<file path="config.mk">
export PLATFORM = sky130hd
export DESIGN_NAME = sys_bridge_mc_flat
export DESIGN_NICKNAME = d
export VERILOG_FILES = /design/src/rtl/sys_bridge_mc_if.sv /design/src/rtl/sys_bridge_mc.sv /design/src/flat_wrapper.sv
export SDC_FILE = /design/constraint.sdc
export NUM_CORES = 1
export LEC_CHECK = 0
export CAP_MARGIN = 0
export CORE_MARGIN = 2
export CORE_UTILIZATION = 30
export CTS_CLUSTER_SIZE = 25
export DETAILED_ROUTE_END_ITERATION = 8
export GPL_TIMING_DRIVEN = 0
export PLACE_DENSITY_LB_ADDON = 0.1
export REMOVE_ABC_BUFFERS = 1
export SLEW_MARGIN = 0
export SYNTH_ARGS = -nofsm -noshare
export SYNTH_HDL_FRONTEND = slang
export SYNTH_SLANG_ARGS = --single-unit
</file>
<file path="constraint.sdc">
create_clock -name clk -period 6.6 [get_ports clk]
set_input_delay 1.98 -clock clk [delete_from_list [all_inputs] [get_ports clk]]
set_output_delay 1.98 -clock clk [all_outputs]
set_load 0.005 [all_outputs]
</file>
<file path="src/rtl/sys_bridge_mc_if.sv">
// rtl/sys_bridge_mc_if.sv - CPU data port and slave bus bundle for the multi-slave bridge.
// The slave modport is the bridge's view; the master modport drives the CPU and slave sides.
interface sys_bridge_mc_if #(
  parameter int NUM_SLV = 4
);
  logic                    pr_req;
  logic [31:0]             pr_addr;
  logic [31:0]             pr_wdata;
  logic [3:0]              pr_byteen;
  logic                    pr_busy;
  logic                    pr_done;
  logic                    pr_err;
  logic [31:0]             pr_rdata;
  logic [NUM_SLV-1:0]      slv_sel;
  logic                    slv_we;
  logic [31:0]             slv_addr;
  logic [31:0]             slv_wdata;
  logic [3:0]              slv_byteen;
  logic [NUM_SLV-1:0]      slv_ready;
  logic [NUM_SLV*32-1:0]   slv_rdata;

  modport slave (
    input  pr_req, pr_addr, pr_wdata, pr_byteen, slv_ready, slv_rdata,
    output pr_busy, pr_done, pr_err, pr_rdata,
    output slv_sel, slv_we, slv_addr, slv_wdata, slv_byteen
  );

  modport master (
    output pr_req, pr_addr, pr_wdata, pr_byteen, slv_ready, slv_rdata,
    input  pr_busy, pr_done, pr_err, pr_rdata,
    input  slv_sel, slv_we, slv_addr, slv_wdata, slv_byteen
  );
endinterface

</file>
<file path="src/rtl/sys_bridge_mc.sv">
// rtl/sys_bridge_mc.sv - Multi-slave bridge with range decode, ready handshake and timeout errors.
// One request in flight; every output comes straight from a flop.
module sys_bridge_mc #(
  parameter int                    NUM_SLV   = 4,
  parameter logic [NUM_SLV*32-1:0] SLV_BASE  = {32'h7F20, 32'h7F10, 32'h7F00, 32'h0},
  parameter logic [NUM_SLV*32-1:0] SLV_LIMIT = {32'h7F23, 32'h7F1B, 32'h7F0B, 32'h2FFF},
  parameter logic [NUM_SLV-1:0]    WORD_ONLY = 4'b1110,
  parameter int                    TIMEOUT   = 15
) (
  input  logic                 clk,
  input  logic                 reset,
  sys_bridge_mc_if.slave       bus
);

  typedef enum logic [1:0] {S_IDLE, S_ACCESS, S_DONE, S_ERR} state_t;

  localparam logic [7:0] CNT_LAST = 8'(TIMEOUT - 1);

  state_t             state_q, state_d;
  logic [7:0]         cnt_q, cnt_d;
  logic [NUM_SLV-1:0] sel_q, sel_d;
  logic               we_q, we_d;
  logic [31:0]        addr_q, addr_d;
  logic [31:0]        wdata_q, wdata_d;
  logic [3:0]         byteen_q, byteen_d;
  logic               busy_q, busy_d;
  logic               done_q, done_d;
  logic               err_q, err_d;
  logic [31:0]        rdata_q, rdata_d;

  logic               hit_any;
  logic               word_only;
  logic [NUM_SLV-1:0] slot_oh;
  logic               illegal;
  logic               ready_hit;
  logic [31:0]        sel_rdata;

  // Scan from the top slot down so the lowest matching index overrides.
  always_comb begin
    hit_any   = 1'b0;
    word_only = 1'b0;
    slot_oh   = '0;
    for (int i = NUM_SLV - 1; i >= 0; i--) begin
      if (bus.pr_addr >= SLV_BASE[i*32 +: 32] && bus.pr_addr <= SLV_LIMIT[i*32 +: 32]) begin
        hit_any    = 1'b1;
        slot_oh    = '0;
        slot_oh[i] = 1'b1;
        word_only  = WORD_ONLY[i];
      end
    end
    illegal = word_only && (bus.pr_byteen != 4'b0000) && (bus.pr_byteen != 4'b1111);
  end

  always_comb begin
    sel_rdata = '0;
    for (int i = 0; i < NUM_SLV; i++) begin
      if (sel_q[i]) sel_rdata = sel_rdata | bus.slv_rdata[i*32 +: 32];
    end
    ready_hit = |(bus.slv_ready & sel_q);
  end

  always_comb begin
    state_d  = state_q;
    cnt_d    = cnt_q;
    sel_d    = sel_q;
    addr_d   = addr_q;
    wdata_d  = wdata_q;
    byteen_d = byteen_q;
    done_d   = 1'b0;
    err_d    = 1'b0;
    rdata_d  = '0;
    case (state_q)
      S_IDLE: begin
        if (bus.pr_req) begin
          addr_d   = bus.pr_addr;
          wdata_d  = bus.pr_wdata;
          byteen_d = bus.pr_byteen;
          cnt_d    = '0;
          if (!hit_any || illegal) begin
            state_d = S_ERR;
            sel_d   = '0;
            done_d  = 1'b1;
            err_d   = 1'b1;
          end else begin
            state_d = S_ACCESS;
            sel_d   = slot_oh;
          end
        end
      end
      S_ACCESS: begin
        if (ready_hit) begin
          state_d = S_DONE;
          sel_d   = '0;
          rdata_d = sel_rdata;
          done_d  = 1'b1;
        end else if (cnt_q >= CNT_LAST) begin
          state_d = S_ERR;
          sel_d   = '0;
          done_d  = 1'b1;
          err_d   = 1'b1;
        end else begin
          cnt_d = cnt_q + 8'd1;
        end
      end
      default: begin
        // Returning to IDLE clears the slave-side bus so IDLE always shows zeros.
        state_d  = S_IDLE;
        sel_d    = '0;
        addr_d   = '0;
        wdata_d  = '0;
        byteen_d = '0;
        cnt_d    = '0;
      end
    endcase
    busy_d = (state_d != S_IDLE);
    we_d   = (|sel_d) && (byteen_d != 4'b0000);
  end

  always_ff @(posedge clk or posedge reset) begin
    if (reset) begin
      state_q  <= S_IDLE;
      cnt_q    <= '0;
      sel_q    <= '0;
      we_q     <= 1'b0;
      addr_q   <= '0;
      wdata_q  <= '0;
      byteen_q <= '0;
      busy_q   <= 1'b0;
      done_q   <= 1'b0;
      err_q    <= 1'b0;
      rdata_q  <= '0;
    end else begin
      state_q  <= state_d;
      cnt_q    <= cnt_d;
      sel_q    <= sel_d;
      we_q     <= we_d;
      addr_q   <= addr_d;
      wdata_q  <= wdata_d;
      byteen_q <= byteen_d;
      busy_q   <= busy_d;
      done_q   <= done_d;
      err_q    <= err_d;
      rdata_q  <= rdata_d;
    end
  end

  assign bus.pr_busy    = busy_q;
  assign bus.pr_done    = done_q;
  assign bus.pr_err     = err_q;
  assign bus.pr_rdata   = rdata_q;
  assign bus.slv_sel    = sel_q;
  assign bus.slv_we     = we_q;
  assign bus.slv_addr   = addr_q;
  assign bus.slv_wdata  = wdata_q;
  assign bus.slv_byteen = byteen_q;

endmodule

</file>
<file path="src/flat_wrapper.sv">
// flat-port wrapper written by rule: the top's interface ports become plain ports
module sys_bridge_mc_flat 
#(
  parameter int                    NUM_SLV   = 4,
  parameter logic [NUM_SLV*32-1:0] SLV_BASE  = {32'h7F20, 32'h7F10, 32'h7F00, 32'h0},
  parameter logic [NUM_SLV*32-1:0] SLV_LIMIT = {32'h7F23, 32'h7F1B, 32'h7F0B, 32'h2FFF},
  parameter logic [NUM_SLV-1:0]    WORD_ONLY = 4'b1110,
  parameter int                    TIMEOUT   = 15
)
  (clk, reset, bus_pr_req, bus_pr_addr, bus_pr_wdata, bus_pr_byteen, bus_slv_ready, bus_slv_rdata, bus_pr_busy, bus_pr_done, bus_pr_err, bus_pr_rdata, bus_slv_sel, bus_slv_we, bus_slv_addr, bus_slv_wdata, bus_slv_byteen);
  sys_bridge_mc_if #(.NUM_SLV(NUM_SLV)) bus_i ();
  input  logic clk;
  input  logic reset;
  input wire logic [$bits(bus_i.pr_req)-1:0] bus_pr_req;
  input wire logic [$bits(bus_i.pr_addr)-1:0] bus_pr_addr;
  input wire logic [$bits(bus_i.pr_wdata)-1:0] bus_pr_wdata;
  input wire logic [$bits(bus_i.pr_byteen)-1:0] bus_pr_byteen;
  input wire logic [$bits(bus_i.slv_ready)-1:0] bus_slv_ready;
  input wire logic [$bits(bus_i.slv_rdata)-1:0] bus_slv_rdata;
  output wire logic [$bits(bus_i.pr_busy)-1:0] bus_pr_busy;
  output wire logic [$bits(bus_i.pr_done)-1:0] bus_pr_done;
  output wire logic [$bits(bus_i.pr_err)-1:0] bus_pr_err;
  output wire logic [$bits(bus_i.pr_rdata)-1:0] bus_pr_rdata;
  output wire logic [$bits(bus_i.slv_sel)-1:0] bus_slv_sel;
  output wire logic [$bits(bus_i.slv_we)-1:0] bus_slv_we;
  output wire logic [$bits(bus_i.slv_addr)-1:0] bus_slv_addr;
  output wire logic [$bits(bus_i.slv_wdata)-1:0] bus_slv_wdata;
  output wire logic [$bits(bus_i.slv_byteen)-1:0] bus_slv_byteen;
  assign bus_i.pr_req = bus_pr_req;
  assign bus_i.pr_addr = bus_pr_addr;
  assign bus_i.pr_wdata = bus_pr_wdata;
  assign bus_i.pr_byteen = bus_pr_byteen;
  assign bus_i.slv_ready = bus_slv_ready;
  assign bus_i.slv_rdata = bus_slv_rdata;
  assign bus_pr_busy = bus_i.pr_busy;
  assign bus_pr_done = bus_i.pr_done;
  assign bus_pr_err = bus_i.pr_err;
  assign bus_pr_rdata = bus_i.pr_rdata;
  assign bus_slv_sel = bus_i.slv_sel;
  assign bus_slv_we = bus_i.slv_we;
  assign bus_slv_addr = bus_i.slv_addr;
  assign bus_slv_wdata = bus_i.slv_wdata;
  assign bus_slv_byteen = bus_i.slv_byteen;
  sys_bridge_mc #(.NUM_SLV(NUM_SLV), .SLV_BASE(SLV_BASE), .SLV_LIMIT(SLV_LIMIT), .WORD_ONLY(WORD_ONLY), .TIMEOUT(TIMEOUT)) u_core (.clk(clk), .reset(reset), .bus(bus_i));
endmodule
</file>
; ---- Word-level counts from Yosys, hierarchy flattened
; Cells that the tools add are included.
[totals]
inputBits = 203
mem_count = 0
ramBits = 0
regBits = 118
word_cells = 90
rom_bits = 0
latchBits = 0
output_inout_bits = 108
[op_classes]
add_sub_neg = 1
n_shift = 0
bitwise = 5
mul = 0
n_div = 0
eq_ne = 5
muxes = 42
n_reduce_logical = 17
order_cmp = 9
[ops]
columns = cell, count
row1 = $mux 32, 8
row2 = $pmux 32 s2, 2
row3 = $ge 32x15->1 const B, 3
row4 = $le 32x15->1 const B, 3
row5 = $or 32x32->32, 3
row6 = $mux 4, 9
row7 = $ge 32x1->1 const B, 1
row8 = $le 32x14->1 const B, 1
row9 = $mux 8, 3
row10 = $pmux 4 s2, 2
row11 = $pmux 8 s2, 1
row12 = $mux 1, 10
row13 = $add 8x1->8 const B, 1
row14 = $ge 8x4->1 const B, 1
row15 = $mux 2, 4
row16 = $reduce_bool 4->1, 2
row17 = $reduce_or 4->1, 2
row18 = $logic_and 1x1->1, 7
row19 = $ne 2x2->1 const B, 3
row20 = $and 4x4->4, 1
row21 = $ne 4x4->1 const B, 1
row22 = $pmux 1 s2, 2
row23 = $pmux 2 s2, 1
row24 = $reduce_and 3->1, 1
row25 = other kinds (7), 7

; ---- Longest topological paths before layout
[depth]
depth_word = 14
ltp_mapped = 7
ltp_nobuf = 7

; ---- Worst setup path before layout
; Ideal clock, no wire load.
[synth_timing]
path_type = input to register
from = input bus_pr_byteen[0]
to = register u_core.we_q (netlist: u_core.bus.slv_we)
setup_time_ps = 63
arrival_time_ps = 3241
stages = 5
required_ps = 6537
path_buffers = 0
slack_ps = 3296
cell_sequence = or4_4 -> a211oi_2 -> and3_2 -> a31o_4 -> o41a_2
[synth_between]
elab_chain_len = 9
word_cells_on_any_way = 13
cone_classes = 1 x eq/ne / 5 x mux / 7 x reduce/logical
[synth_rtl]
columns = element, line_no
row1 = start: declaration, flat_wrapper.sv:17  ; input wire logic [$bits(bus_i.pr_byteen)-1:0] bus_pr_byteen;
row2 = $reduce_bool 4->1, sys_bridge_mc.sv:51  ; illegal = word_only && (bus.pr_byteen != 4'b0000) && (bus.pr_byteen != 4'b1111);
row3 = $logic_and 1x1->1, sys_bridge_mc.sv:51
row4 = $logic_and 1x1->1 *, sys_bridge_mc.sv:51
row5 = $logic_or 1x1->1 *, sys_bridge_mc.sv:79  ; if (!hit_any || illegal) begin
row6 = $mux 4 *, sys_bridge_mc.sv:79
row7 = $mux 4 *, sys_bridge_mc.sv:74  ; if (bus.pr_req) begin
row8 = $pmux 4 s2 *, sys_bridge_mc.sv:72  ; case (state_q)
row9 = net u_core.sel_d[2], sys_bridge_mc.sv:21  ; logic [NUM_SLV-1:0] sel_q, sel_d;
row10 = $reduce_or 4->1 *, sys_bridge_mc.sv:116  ; we_d = (|sel_d) && (byteen_d != 4'b0000);
row11 = $logic_and 1x1->1 *, sys_bridge_mc.sv:116
row12 = net u_core.we_d, sys_bridge_mc.sv:22  ; logic we_q, we_d;
row13 = end signal: assignment, sys_bridge_mc.sv:136  ; we_q <= we_d;
row14 = end: declaration, sys_bridge_mc.sv:22
; The timed path passes the listed nets; every way through them passes the cells marked *.
; A chain may end at the register's enable or synchronous reset.

; ---- Worst setup path in the final report
[layout_timing]
from = register u_core.sel_q[1] (netlist: u_core.bus.slv_sel[1])
to = output bus_slv_sel[1]
[layout_rtl]
columns = element, line_no
row1 = start: declaration, sys_bridge_mc.sv:21
row2 = start signal: assignment, sys_bridge_mc.sv:135  ; sel_q <= sel_d;
row3 = end: declaration, flat_wrapper.sv:24  ; output wire logic [$bits(bus_i.slv_sel)-1:0] bus_slv_sel;
; No word-level cell between the ends.

==> impl_metrics.toml <==
[setup_path]
rrSetupSlack_ns = 3.54
path_max_fanout = 36
critPathSlowestCell = "dfrtp_1"
timing.rr.end = "u_core.bus.pr_rdata[19]$_DFF_PP0_"
crit_chain = "clkdlybuf4s50_1"
r2r_start = "u_core.bus.slv_sel[1]$_DFF_PP0_"
reg2reg_depth = 4
crit_path_end_kind = "primary output"
cp_data_arrival_time_ns = 2.39
worst_setup_path_start_kind = "flip-flop"
crit_type = "flip-flop to primary output"
crit_required_ns = 4.62
critPathTopFamily = "flip-flops"
critical_path.max_stage_delay_ns = 1.26
cp_num_buf_inv = 1

[routing]
wl_per_cell_um = 19.77
via_per_inst = 5.091
drt_first_pass_iters = 7
ant_nets = 0
drtIter0Drc = 256
vias = 4811
routed_wl_um = 18680
drc_errors = 0

[place]
place_congestion = 0.8439
numPortBuffers = 310
dp_hpwl_um = 13900

[sta]
drv_slew = 0
timing.setup.tns_ns = 0
rsz0062_at_grt = "false"
finalSetupViolCount = 0
worstMarginPinSlew_ns = 1.389
period_needed_ns = 4.372
finClkSkew_ns = 0.006952
fmax_mhz = 228.7
finalHoldViolCount = 0
period_share_pct = 66.25
timing.slew.headroom_pct = 7.375

[clock_tree]
root_buffer = "clkbuf_16"
clk_pin_slew_ns = 0.05
cts_resized = 0
cts_setup_buffers = 0
htreeDepth = 4
cts_buffers = 17
clkLatencyLatePin_ns = 0.40
clock-sinks = 118
postCtsHoldBufs = 0
cts_buffer_depth = 2
tritoncts = "built"

[global_route]
overflow = 0
grt_pass1_wl_um = 28680
antenna_found_initial = 2
grt_pass1_vias = 5051
grt_max_degree = 61
grt_usage_pct = 21.12

[min_path]
min-delay-start = "u_core.cnt_q[5]$_DFFE_PP0P_"
min_path_cells = 1
hold_class = "flip-flop to flip-flop"
min_to = "u_core.cnt_q[5]$_DFFE_PP0P_"

[floorplanning]
dieHeight_um = 132.6
ios = 311
core.rowCount = 47
dieWidth_um = 132.6
die-area_um2 = 17590
initial_core_util_pct = 30.36
core_um2 = 16350

[logic_synthesis]
synthDistinctLibCells = 52
synth_warnings = 0
synth_top_cell_by_area = "dfrtp_1"
syn_area_um2 = 4964
dominantRegCellSynth = "dfrtp_1"
avgSynthCellArea_um2 = 12.14
yosysSeqAreaShare_pct = 59.49
ys_ff_latch = 118
ys_top_cells_by_area = "dfrtp_1, a22o_1, a22oi_1, a21oi_1, clkbuf_1"
synthArstFlopShare_pct = 100.0
synth-edff-count = 0
synth.top_cell.area_share_pct = 59.49
syn-instance-count = 409

[final_layout]
layout_common_cells = "clkdlybuf4s50_1, dfrtp_1, a22o_1, a22oi_1, a21oi_1"
final_common_cell = "clkdlybuf4s50_1"
area_growth_pct = 79.73
nNetsFinal = 915
drive_above_1_share_pct = 7.884
n_fill_cell = 1442

[power]
p_total_w = 0.003105
ir_worst_vdd_mv = 0.2246
leakagePower_nw = 3.633
power_density_nw_per_um2 = 348.1

[outcome]
status = "finished, final reports clean"

[flow_run]
maxCapViolCount = 0
## stage by stage
stage / utilization (%) / hold slack [ns] / cells / instance area, µm² / setup WS (ns)
floorplan: - / 0.4539 / 373 / 4805 / 0.1182
global route: 54.57 / 0.5177 / 945 / 8921 / 2.132
global placement: 50.05 / 0.4717 / 903 / 8183 / -2.784
detailed placement: 50.92 / 0.4899 / 911 / 8324 / 2.290
finish: 54.57 / 0.5012 / 945 / 8921 / 2.228
CTS: 54.53 / 0.5046 / 943 / 8915 / 2.206
## flip-flops by register name, indices dropped and copies added, names as in the netlist, 2 cells and up
register               count
u_core.bus.slv_wdata      32
u_core.bus.pr_rdata       32
u_core.bus.slv_byteen      4
u_core.bus.slv_sel         4
u_core.cnt_q               8
u_core.state_q             2
u_core.bus.slv_addr       32
## layout make-up
type                            count  area (µm²)  area share [%]
Tap cell                          220       275.3           3.086
Antenna cell                        2       5.005         0.05610
Clock buffer                       18       439.2           4.923
Clock inverter                     14       151.4           1.697
Sequential cell                   118        2954           33.11
Timing Repair Buffer              318        3223           36.13
Multi-Input combinational cell    250        1849           20.73
Inverter                            5       23.77          0.2665
## cells in the mapped netlist (all sizes together) (2+ instances only)
library cell    n
nand4           4
a21o            5
o21a            2
clkbuf         21
a22oi          67
a31o            2
and2            4
nand3           3
a211oi          3
ha              2
o21ai           4
and3            2
dfrtp         118
nand2           8
a22o           68
nor3            2
buf            15
inv             5
nor2           11
a21oi          36
or4             2
nor4            4
xnor2           2
## cell families (layout without fill, tap and decap cells)
group                      Yosys count  after routing  share of synthesized area, %
xor gates and xnor gates             2              2                        0.3530
AOI/OAI and AO/OA                  196            196                         29.92
and+or+nand+nor                     49             49                         5.924
buffers and inverters               41            355                         3.579
other                                0              2                             0
muxes                                1              1                        0.2269
DFF                                118            118                         59.49
adders and majority gates            2              2                        0.5041
## worst max path at each step
stage,start,to,slack (ns),cells past startpoint
finish,u_core.bus.slv_sel[1]$_DFF_PP0_,bus_slv_sel[1],2.23,1
global route,u_core.bus.slv_sel[1]$_DFF_PP0_,bus_slv_sel[1],2.13,1
CTS,u_core.bus.slv_sel[1]$_DFF_PP0_,bus_slv_sel[1],2.21,1
detailed placement,bus_pr_req,u_core.bus.slv_we$_DFF_PP0_,2.29,7
global placement,bus_pr_req,u_core.bus.slv_we$_DFF_PP0_,-2.78,5
floorplan,bus_pr_req,u_core.bus.slv_we$_DFF_PP0_,0.12,4
## power breakdown
part	switching, W	leakage (nW)	internal (W)
Clock	0.000346	0.275	0.000567
Combinational	0.000381	1.78	0.000702
Sequential	0.000153	1.57	0.000956
## per-layer routing
metal	track usage [%]	vias to the layer above	part of all wire [%]
li1	-	2201	-
met1	24.85	2340	40
met2	35.12	239	49
met3	7.548	31	9.1
met4	8.722	0	2.5
met5	0	-	0
Power figures use the tool's default switching activity.
